$ cat config.mk
export PLATFORM = sky130hd
export DESIGN_NAME = vga_tile_scanner
export DESIGN_NICKNAME = d
export VERILOG_FILES = /design/src/rtl/vga_tile_scanner.sv
export SDC_FILE = /design/constraint.sdc
export NUM_CORES = 1
export LEC_CHECK = 0
export ABC_AREA = 1
export BUFFER_PORTS_ARGS = -buffer_cell sky130_fd_sc_hd__buf_4
export CAP_MARGIN = 10
export CORE_ASPECT_RATIO = 0.6
export CORE_MARGIN = 10
export CORE_UTILIZATION = 45
export DETAILED_ROUTE_END_ITERATION = 8
export PLACE_DENSITY = 0.69
export SYNTH_ARGS = -nofsm -noshare
export SYNTH_HDL_FRONTEND = slang
export SYNTH_SLANG_ARGS = --single-unit
$ cat constraint.sdc
create_clock -name i_Clk -period 1.55 [get_ports i_Clk]
set_input_delay 0.3875 -clock i_Clk [delete_from_list [all_inputs] [get_ports i_Clk]]
set_output_delay 0.3875 -clock i_Clk [all_outputs]
set_load 0.05 [all_outputs]
$ cat src/rtl/vga_tile_scanner.sv
// vga_tile_scanner: VGA raster timing generator with tile-grid addressing.
// Drives sync, active-video, tile cell / in-tile offset, line and frame
// strobes, and a game tick every TICK_FRAMES frames.
//
// Ports:
//   i_Clk          pixel clock
//   i_Reset        synchronous reset, active-high
//   o_HSync        horizontal sync (polarity from SYNC_NEG)
//   o_VSync        vertical sync (polarity from SYNC_NEG)
//   o_Active       pixel inside the visible H_DISPLAY x V_DISPLAY window
//   o_Cell_Valid   o_Active and pixel inside the tile grid
//   o_Cell_X       tile column (0 outside the grid)
//   o_Cell_Y       tile row (0 outside the grid)
//   o_Tile_Px      x offset inside the tile (0 outside the grid)
//   o_Tile_Py      y offset inside the tile (0 outside the grid)
//   o_Line_Start   1-clk pulse for h = 0
//   o_Frame_Start  1-clk pulse for h = 0, v = 0
//   o_Game_Tick    1-clk pulse on every TICK_FRAMES-th frame start
//
// All outputs are registered and describe the counter state of the
// previous clock.

module vga_tile_scanner #(
    parameter int H_SYNC      = 92,
    parameter int H_BACK      = 50,
    parameter int H_DISPLAY   = 640,
    parameter int H_FRONT     = 18,
    parameter int V_SYNC      = 2,
    parameter int V_BACK      = 33,
    parameter int V_DISPLAY   = 480,
    parameter int V_FRONT     = 10,
    parameter int TILE_W      = 32,
    parameter int TILE_H      = 32,
    parameter int GRID_W      = 20,
    parameter int GRID_H      = 15,
    parameter int SYNC_NEG    = 1,
    parameter int TICK_FRAMES = 1
) (
    input  logic                      i_Clk,
    input  logic                      i_Reset,
    output logic                      o_HSync,
    output logic                      o_VSync,
    output logic                      o_Active,
    output logic                      o_Cell_Valid,
    output logic [$clog2(GRID_W)-1:0] o_Cell_X,
    output logic [$clog2(GRID_H)-1:0] o_Cell_Y,
    output logic [$clog2(TILE_W)-1:0] o_Tile_Px,
    output logic [$clog2(TILE_H)-1:0] o_Tile_Py,
    output logic                      o_Line_Start,
    output logic                      o_Frame_Start,
    output logic                      o_Game_Tick
);

    // ------------------------------------------------------------------
    // Derived geometry
    // ------------------------------------------------------------------
    localparam int H_TOT   = H_SYNC + H_BACK + H_DISPLAY + H_FRONT;
    localparam int V_TOT   = V_SYNC + V_BACK + V_DISPLAY + V_FRONT;
    localparam int H_ACT_S = H_SYNC + H_BACK;
    localparam int H_ACT_E = H_ACT_S + H_DISPLAY;
    localparam int V_ACT_S = V_SYNC + V_BACK;
    localparam int V_ACT_E = V_ACT_S + V_DISPLAY;

    // +1 keeps the exclusive end bounds representable even when a total
    // happens to be an exact power of two.
    localparam int HW = $clog2(H_TOT + 1);
    localparam int VW = $clog2(V_TOT + 1);

    // Cell counters run across the whole visible width/height (not only
    // the grid) so the grid bound can be tested without a multiplier.
    localparam int CXW = $clog2(H_DISPLAY / TILE_W + 2);
    localparam int CYW = $clog2(V_DISPLAY / TILE_H + 2);
    localparam int CXO = $clog2(GRID_W);
    localparam int CYO = $clog2(GRID_H);
    localparam int PXW = $clog2(TILE_W);
    localparam int PYW = $clog2(TILE_H);
    localparam int FW  = (TICK_FRAMES > 1) ? $clog2(TICK_FRAMES) : 1;

    localparam logic [HW-1:0]  H_LAST   = HW'(H_TOT - 1);
    localparam logic [VW-1:0]  V_LAST   = VW'(V_TOT - 1);
    localparam logic [HW-1:0]  H_SYNC_E = HW'(H_SYNC);
    localparam logic [VW-1:0]  V_SYNC_E = VW'(V_SYNC);
    localparam logic [HW-1:0]  H_A_S    = HW'(H_ACT_S);
    localparam logic [HW-1:0]  H_A_E    = HW'(H_ACT_E);
    localparam logic [VW-1:0]  V_A_S    = VW'(V_ACT_S);
    localparam logic [VW-1:0]  V_A_E    = VW'(V_ACT_E);
    localparam logic [PXW-1:0] PX_LAST  = PXW'(TILE_W - 1);
    localparam logic [PYW-1:0] PY_LAST  = PYW'(TILE_H - 1);
    localparam logic [CXW-1:0] CX_LIM   = CXW'(GRID_W);
    localparam logic [CYW-1:0] CY_LIM   = CYW'(GRID_H);
    localparam logic [FW-1:0]  FR_LAST  = FW'(TICK_FRAMES - 1);

    // Idle level of the sync lines.
    localparam logic SYNC_IDLE = (SYNC_NEG != 0);

    // ------------------------------------------------------------------
    // State
    // ------------------------------------------------------------------
    logic [HW-1:0]  h;
    logic [VW-1:0]  v;
    logic [PXW-1:0] px;
    logic [CXW-1:0] cx;
    logic [PYW-1:0] py;
    logic [CYW-1:0] cy;
    logic [FW-1:0]  frame_cnt;

    // ------------------------------------------------------------------
    // Decode of the current counter state
    // ------------------------------------------------------------------
    logic h_wrap;
    logic v_wrap;
    logic h_act;
    logic v_act;
    logic in_grid;
    logic cell_ok;
    logic frame_edge;

    always_comb begin
        h_wrap     = (h == H_LAST);
        v_wrap     = (v == V_LAST);
        h_act      = (h >= H_A_S) && (h < H_A_E);
        v_act      = (v >= V_A_S) && (v < V_A_E);
        in_grid    = (cx < CX_LIM) && (cy < CY_LIM);
        cell_ok    = h_act && v_act && in_grid;
        frame_edge = (h == '0) && (v == '0);
    end

    // ------------------------------------------------------------------
    // Raster counters
    // ------------------------------------------------------------------
    always_ff @(posedge i_Clk) begin
        if (i_Reset) begin
            h <= '0;
            v <= '0;
        end else if (h_wrap) begin
            h <= '0;
            v <= v_wrap ? '0 : v + VW'(1);
        end else begin
            h <= h + HW'(1);
        end
    end

    // ------------------------------------------------------------------
    // Horizontal tile tracking
    // Held at 0 through blanking so the first visible pixel of every
    // line starts at column 0, offset 0.
    // ------------------------------------------------------------------
    always_ff @(posedge i_Clk) begin
        if (i_Reset) begin
            px <= '0;
            cx <= '0;
        end else if (h_act) begin
            if (px == PX_LAST) begin
                px <= '0;
                cx <= cx + CXW'(1);
            end else begin
                px <= px + PXW'(1);
            end
        end else begin
            px <= '0;
            cx <= '0;
        end
    end

    // ------------------------------------------------------------------
    // Vertical tile tracking
    // Advances at the end of each visible line; cleared at the end of
    // every blanking line so the first visible line starts at row 0.
    // ------------------------------------------------------------------
    always_ff @(posedge i_Clk) begin
        if (i_Reset) begin
            py <= '0;
            cy <= '0;
        end else if (h_wrap) begin
            if (v_act) begin
                if (py == PY_LAST) begin
                    py <= '0;
                    cy <= cy + CYW'(1);
                end else begin
                    py <= py + PYW'(1);
                end
            end else begin
                py <= '0;
                cy <= '0;
            end
        end
    end

    // ------------------------------------------------------------------
    // Frame counter for the game tick. A tick goes with the frame start
    // seen while the counter sits at 0, so the first frame after reset
    // always ticks.
    // ------------------------------------------------------------------
    always_ff @(posedge i_Clk) begin
        if (i_Reset) begin
            frame_cnt <= '0;
        end else if (frame_edge) begin
            frame_cnt <= (frame_cnt == FR_LAST) ? '0 : frame_cnt + FW'(1);
        end
    end

    // ------------------------------------------------------------------
    // Registered outputs
    // ------------------------------------------------------------------
    always_ff @(posedge i_Clk) begin
        if (i_Reset) begin
            o_HSync       <= SYNC_IDLE;
            o_VSync       <= SYNC_IDLE;
            o_Active      <= 1'b0;
            o_Cell_Valid  <= 1'b0;
            o_Cell_X      <= '0;
            o_Cell_Y      <= '0;
            o_Tile_Px     <= '0;
            o_Tile_Py     <= '0;
            o_Line_Start  <= 1'b0;
            o_Frame_Start <= 1'b0;
            o_Game_Tick   <= 1'b0;
        end else begin
            o_HSync       <= (h < H_SYNC_E) ? ~SYNC_IDLE : SYNC_IDLE;
            o_VSync       <= (v < V_SYNC_E) ? ~SYNC_IDLE : SYNC_IDLE;
            o_Active      <= h_act && v_act;
            o_Cell_Valid  <= cell_ok;
            o_Cell_X      <= cell_ok ? cx[CXO-1:0] : '0;
            o_Cell_Y      <= cell_ok ? cy[CYO-1:0] : '0;
            o_Tile_Px     <= cell_ok ? px : '0;
            o_Tile_Py     <= cell_ok ? py : '0;
            o_Line_Start  <= (h == '0);
            o_Frame_Start <= frame_edge;
            o_Game_Tick   <= frame_edge && (frame_cnt == '0);
        end
    end

endmodule

# After elaboration in Yosys (flattened, before gate mapping)
# Index checks and enable logic that the tools add are counted.
# op_classes
n_reduce_logical	14
n_addsub	7
n_bitwise	3
muxes	8
n_eq_ne	5
magnitude_cmp	8
# ops
operator	n
$add A10 B1 Y10 const B	2
$add A5 B1 Y5 const B	4
$eq A10 B10 Y1 const B	2
$logic_not A10 Y1	2
$lt A10 B10 Y1 const B	2
$mux W5	4
$eq A5 B5 Y1 const B	2
$ge A10 B6 Y1 const B	1
$ge A10 B8 Y1 const B	1
$lt A10 B2 Y1 const B	1
$lt A10 B7 Y1 const B	1
$mux W10	1
$logic_and A1 B1 Y1	7
$reduce_or A2 Y1	3
$lt A5 B4 Y1 const B	1
$lt A5 B5 Y1 const B	1
$mux W1	3
$not A1 Y1	3
$reduce_or A3 Y1	1
$ne A2 B1 Y1 const B	1
$reduce_and A2 Y1	1
$add A1 B1 Y1 const B	1
# totals
inputBits	2
output_inout_bits	26
elab_cells	63
regBits	67

# Depth between registers and ports, before layout
# logic_depth
depth_word	6
mapped_depth	11
mapped_depth_nobuf	10

# Worst setup path before layout
# No wires, ideal clock.
# synth_path
path_kind	flip-flop to flip-flop
from	register h[0]
to	register o_Cell_Valid
required_ps	1431
setup_ps	119
slack_ps	55
path_stages_with_launch	12
t_arrival_ps	1376
cell_sequence	dfxtp_1 -> inv_1 -> ha_1 -> nor2_1 -> nor2_1 -> o21ai_1 -> nand2_2 -> nand3_4 -> nor2_4 -> nand2_2 -> buf_6 -> inv_1
# synth_via
elab_chain_cells	4
# synth_lines
element	line_no	rtl
start, declared	99	logic [HW-1:0] h;
start signal, assigned	139	h <= h + HW'(1);
$ge A10 B8 Y1 or $lt A10 B10 Y1 (tied branches)	121	h_act = (h >= H_A_S) && (h < H_A_E);
$logic_and A1 B1 Y1 (*)	121	
$logic_and A1 B1 Y1 (*) (2 in a row)	124	cell_ok = h_act && v_act && in_grid;
end signal, assigned	222	o_Cell_Valid <= cell_ok;
end, declared	44	output logic o_Cell_Valid,
# Mark *: on every way between the ends. The rest lies on a longest branch, timed or not.
# A chain may end at the register's enable or synchronous reset.

# Final worst setup path
# layout_path
from	register h[1]
to	register o_Cell_Y[0]
# layout_via
elab_chain_cells	6
# layout_lines
element	line_no	rtl
$ge A10 B8 Y1 or $lt A10 B10 Y1 (tied branches)	121	
$logic_and A1 B1 Y1 (*)	121	
$logic_and A1 B1 Y1 (*) (2 in a row)	124	
$not A1 Y1 (no source line) (*)	n/a	
$reduce_or A2 Y1 (no source line) (*)	n/a	
end signal, assigned	224	o_Cell_Y <= cell_ok ? cy[CYO-1:0] : '0;
end, declared	46	output logic [$clog2(GRID_H)-1:0] o_Cell_Y,
# Marked as above.

==> out/metrics.cfg <==
[run_status]
status=finished with violations
violations=setup timing

[setup_path]
required_ps=1840
slowest_stage=dfxtp_2
path_class=reg2reg
crit_path_end_kind=register
cp_max_fo=6
critical_path_arrival_ps=1850
r2r_cells=11
crit_chain=buf_6 -> ha_4 -> nor2_1 -> nor2_1 -> o21ai_1 -> nand2_2 -> nand3_4 -> nor2_4 -> nand2_4 -> buf_12 -> nor2_4
crit_path_start_kind=register
slowest_delay_ps=370

[floorplan]
rows=22
die_w_um=123.5
fp.coreArea_um2=6166
io-pin-count=28
dieArea_um2=10140
die_height_um=82.12
initial_core_util_pct=46.94

[clock_network]
htree_levels=3
cts_buffers=9
root_buffer=clkbuf_8
clk_latency_ps=350
cts_buffer_depth=2
cts_tree=yes
clk_pin_slew_worst_paths_ps=80
postCtsHoldBufs=0
cts.sinks=65

[logic_synthesis]
syn_nets=375
netlist-cell-type-count=33
netlist_area_um2=2894
syn_inst=362
yosys_warnings=0
ys_ff_latch=65
synth_seq_area_share_pct=44.96
avgSynthCellArea_um2=7.995

[sta]
rsz0062_at_grt=yes
final.setup_skew_ps=9.047
setup_slack_ps=-11.77
hold_viol=0
tightest_slew_ps=358.7
fin_crit_ps=1562
timing.final.crit_share_pct=100.8
max-slew-margin-rel_pct=75.90
fmax_mhz=640.3
slew_violations=0
setup_viol=6

[routing]
wirelength_um=6599
drc=0
firstDrtPassIters=4
via_per_inst=4.710
vias=2440
wl_per_cell_um=12.74
ant_nets=0
drt-initial-drc-count=153

[finish]
syn2layout_area_growth_pct=32.99
finalCoreUtilization_pct=62.42
n_antenna_cell=0
drive_gt1_share_pct=37.10
fill_cells=546
nNetsFinal=442

[grt]
grt_pass1_wl_um=10650
grt_overflow_total=0
grt_max_degree=14
grt_util_all_layers_pct=13.29
antenna_found_initial=0
grt_pass1_vias=2258

[place]
place.gp.congestion=0.8523
dp_hpwl_um=4623
place_ws_ps=-45.16
portBuffers=27

[job]
max_cap_viol_count=0

[min_path]
hold_depth=2
hp-class=in2reg

[pwr]
ir_drop_mv=0.5951
p_per_area_nw_per_um2=901.5
p_leak_nw=1.561
fin_total_pwr_mw=3.470

[flip-flops by register name, indices dropped and copies added, names as in the netlist, 4 cells and up]
| name | flops |
|---|---|
| h | 10 |
| v | 10 |
| cx | 5 |
| cy | 5 |
| o_Cell_X | 5 |
| o_Tile_Px | 5 |
| o_Tile_Py | 5 |
| px | 5 |
| py | 5 |
| o_Cell_Y | 4 |
[layout make-up]
cell class	count	area, µm²	area share, %
Timing Repair Buffer	61	505.5	13.13
Tap cell	84	105.1	2.731
Multi-Input combinational cell	232	1469	38.17
Inverter	60	227.7	5.917
Clock buffer	9	123.9	3.218
Clock inverter	7	102.6	2.666
Sequential cell	65	1315	34.17
[per-layer routing]
layer	routed length, µm	track usage, %
met2	2872	19.01
met5	0	0
met1	3314	18.32
met4	23	3.819
met3	389	4.878
[where the power goes]
| part | internal (mW) | total, mW | switching (mW) |
|---|---|---|---|
| sequential | 1.68 | 1.70 | 0.0117 |
| clock | 0.924 | 1.64 | 0.711 |
| combinational | 0.0497 | 0.139 | 0.0897 |
| total | 2.66 | 3.47 | 0.812 |
[cells by family (layout without fill, tap and decap cells)]
family	after synthesis	after routing	synth area share, %
fa+ha+maj	11	11	4.756
flops	65	65	44.96
xor+xnor	12	12	3.632
buf+inv	65	137	9.122
compound gates	37	37	6.875
simple gates	172	172	30.65
[layout by cell type, fill, tap and decap left out, types with 8 or more instances in the layout]
master / netlist / layout
nor2_1: 46 / 39
nand3_1: 17 / 16
dfxtp_1: 65 / 56
nand4_1: 10 / 10
clkbuf_8: 0 / 9
nor2_2: 14 / 16
nor2_4: 11 / 16
nand2_2: 6 / 11
inv_2: 4 / 11
xor2_1: 11 / 11
dfxtp_2: 0 / 8
a21oi_1: 18 / 18
nand2_1: 51 / 45
inv_1: 56 / 48
buf_4: 1 / 56
[worst paths after layout]
| path | startpoint | to | slack [ps] |
|---|---|---|---|
| max | h[1] | o_Cell_Y[0] | -10 |
| min | i_Reset | v[9] | 320 |
| min reg2reg | h[0] | h[0] | 460 |
| max reg2reg | h[1] | o_Cell_Y[0] | -10 |
[stage by stage]
stage	hold slack (ps)	instance area, µm²	TNS [ps]	std cells
floorplan	426.6	2894	0	362
global placement	435.3	3363	-0.1069	493
detailed placement	437.0	3363	-332.8	493
CTS	306.6	3638	0	510
global route	297.9	3849	-2028	518
finish	321.8	3849	-39.57	518
[timing repair]
item	4_1_cts	5_1_grt
gates resized for setup	7	55
pin swaps	2	22
cloned	1	0
endpoints found under the setup margin	37	49
setup buffers	0	8
[worst max-delay path: cells and delay by family, from the launching register on]
kind	cells	cell delay, ps
AO/OA/AOI/OAI	1	80
buffers and inverters	2	300
adder cells (fa/ha/maj)	1	110
flip-flops	1	370
AND/OR/NAND/NOR	7	630
[synthesized netlist by cell type]
cell       instances  area, µm²
nand2_1           51      191.4
nor2_1            46      172.7
inv_1             56      210.2
inv_2              4      15.01
xor2_1            11      96.34
a31oi_1            2      12.51
o21ai_1            3      15.01
or2_1              1      6.260
nor2_4            11      123.9
dfxtp_1           65       1301
nand3_2            2      20.02
nor3_2             1      10.01
o2111ai_1          1      8.760
nand4_1           10      62.56
buf_6              2      22.52
a21oi_1           18      90.09
nand4_2            1      12.51
o21ai_2            1      8.760
nand3_4            1      17.52
o22ai_1            1      6.260
nand3_1           17      85.08
clkbuf_1           1      3.750
o21ai_0           10      50.05
o21a_1             1      7.510
nor2_2            14      87.58
nor3b_1            1      7.510
xnor2_1            1      8.760
nor3_1             8      40.04
nor4_1             2      12.51
buf_2              1      5.000
ha_1              11      137.6
buf_4              1      7.510
nand2_2            6      37.54
Note: power is estimated with default switching activity, not from simulation.
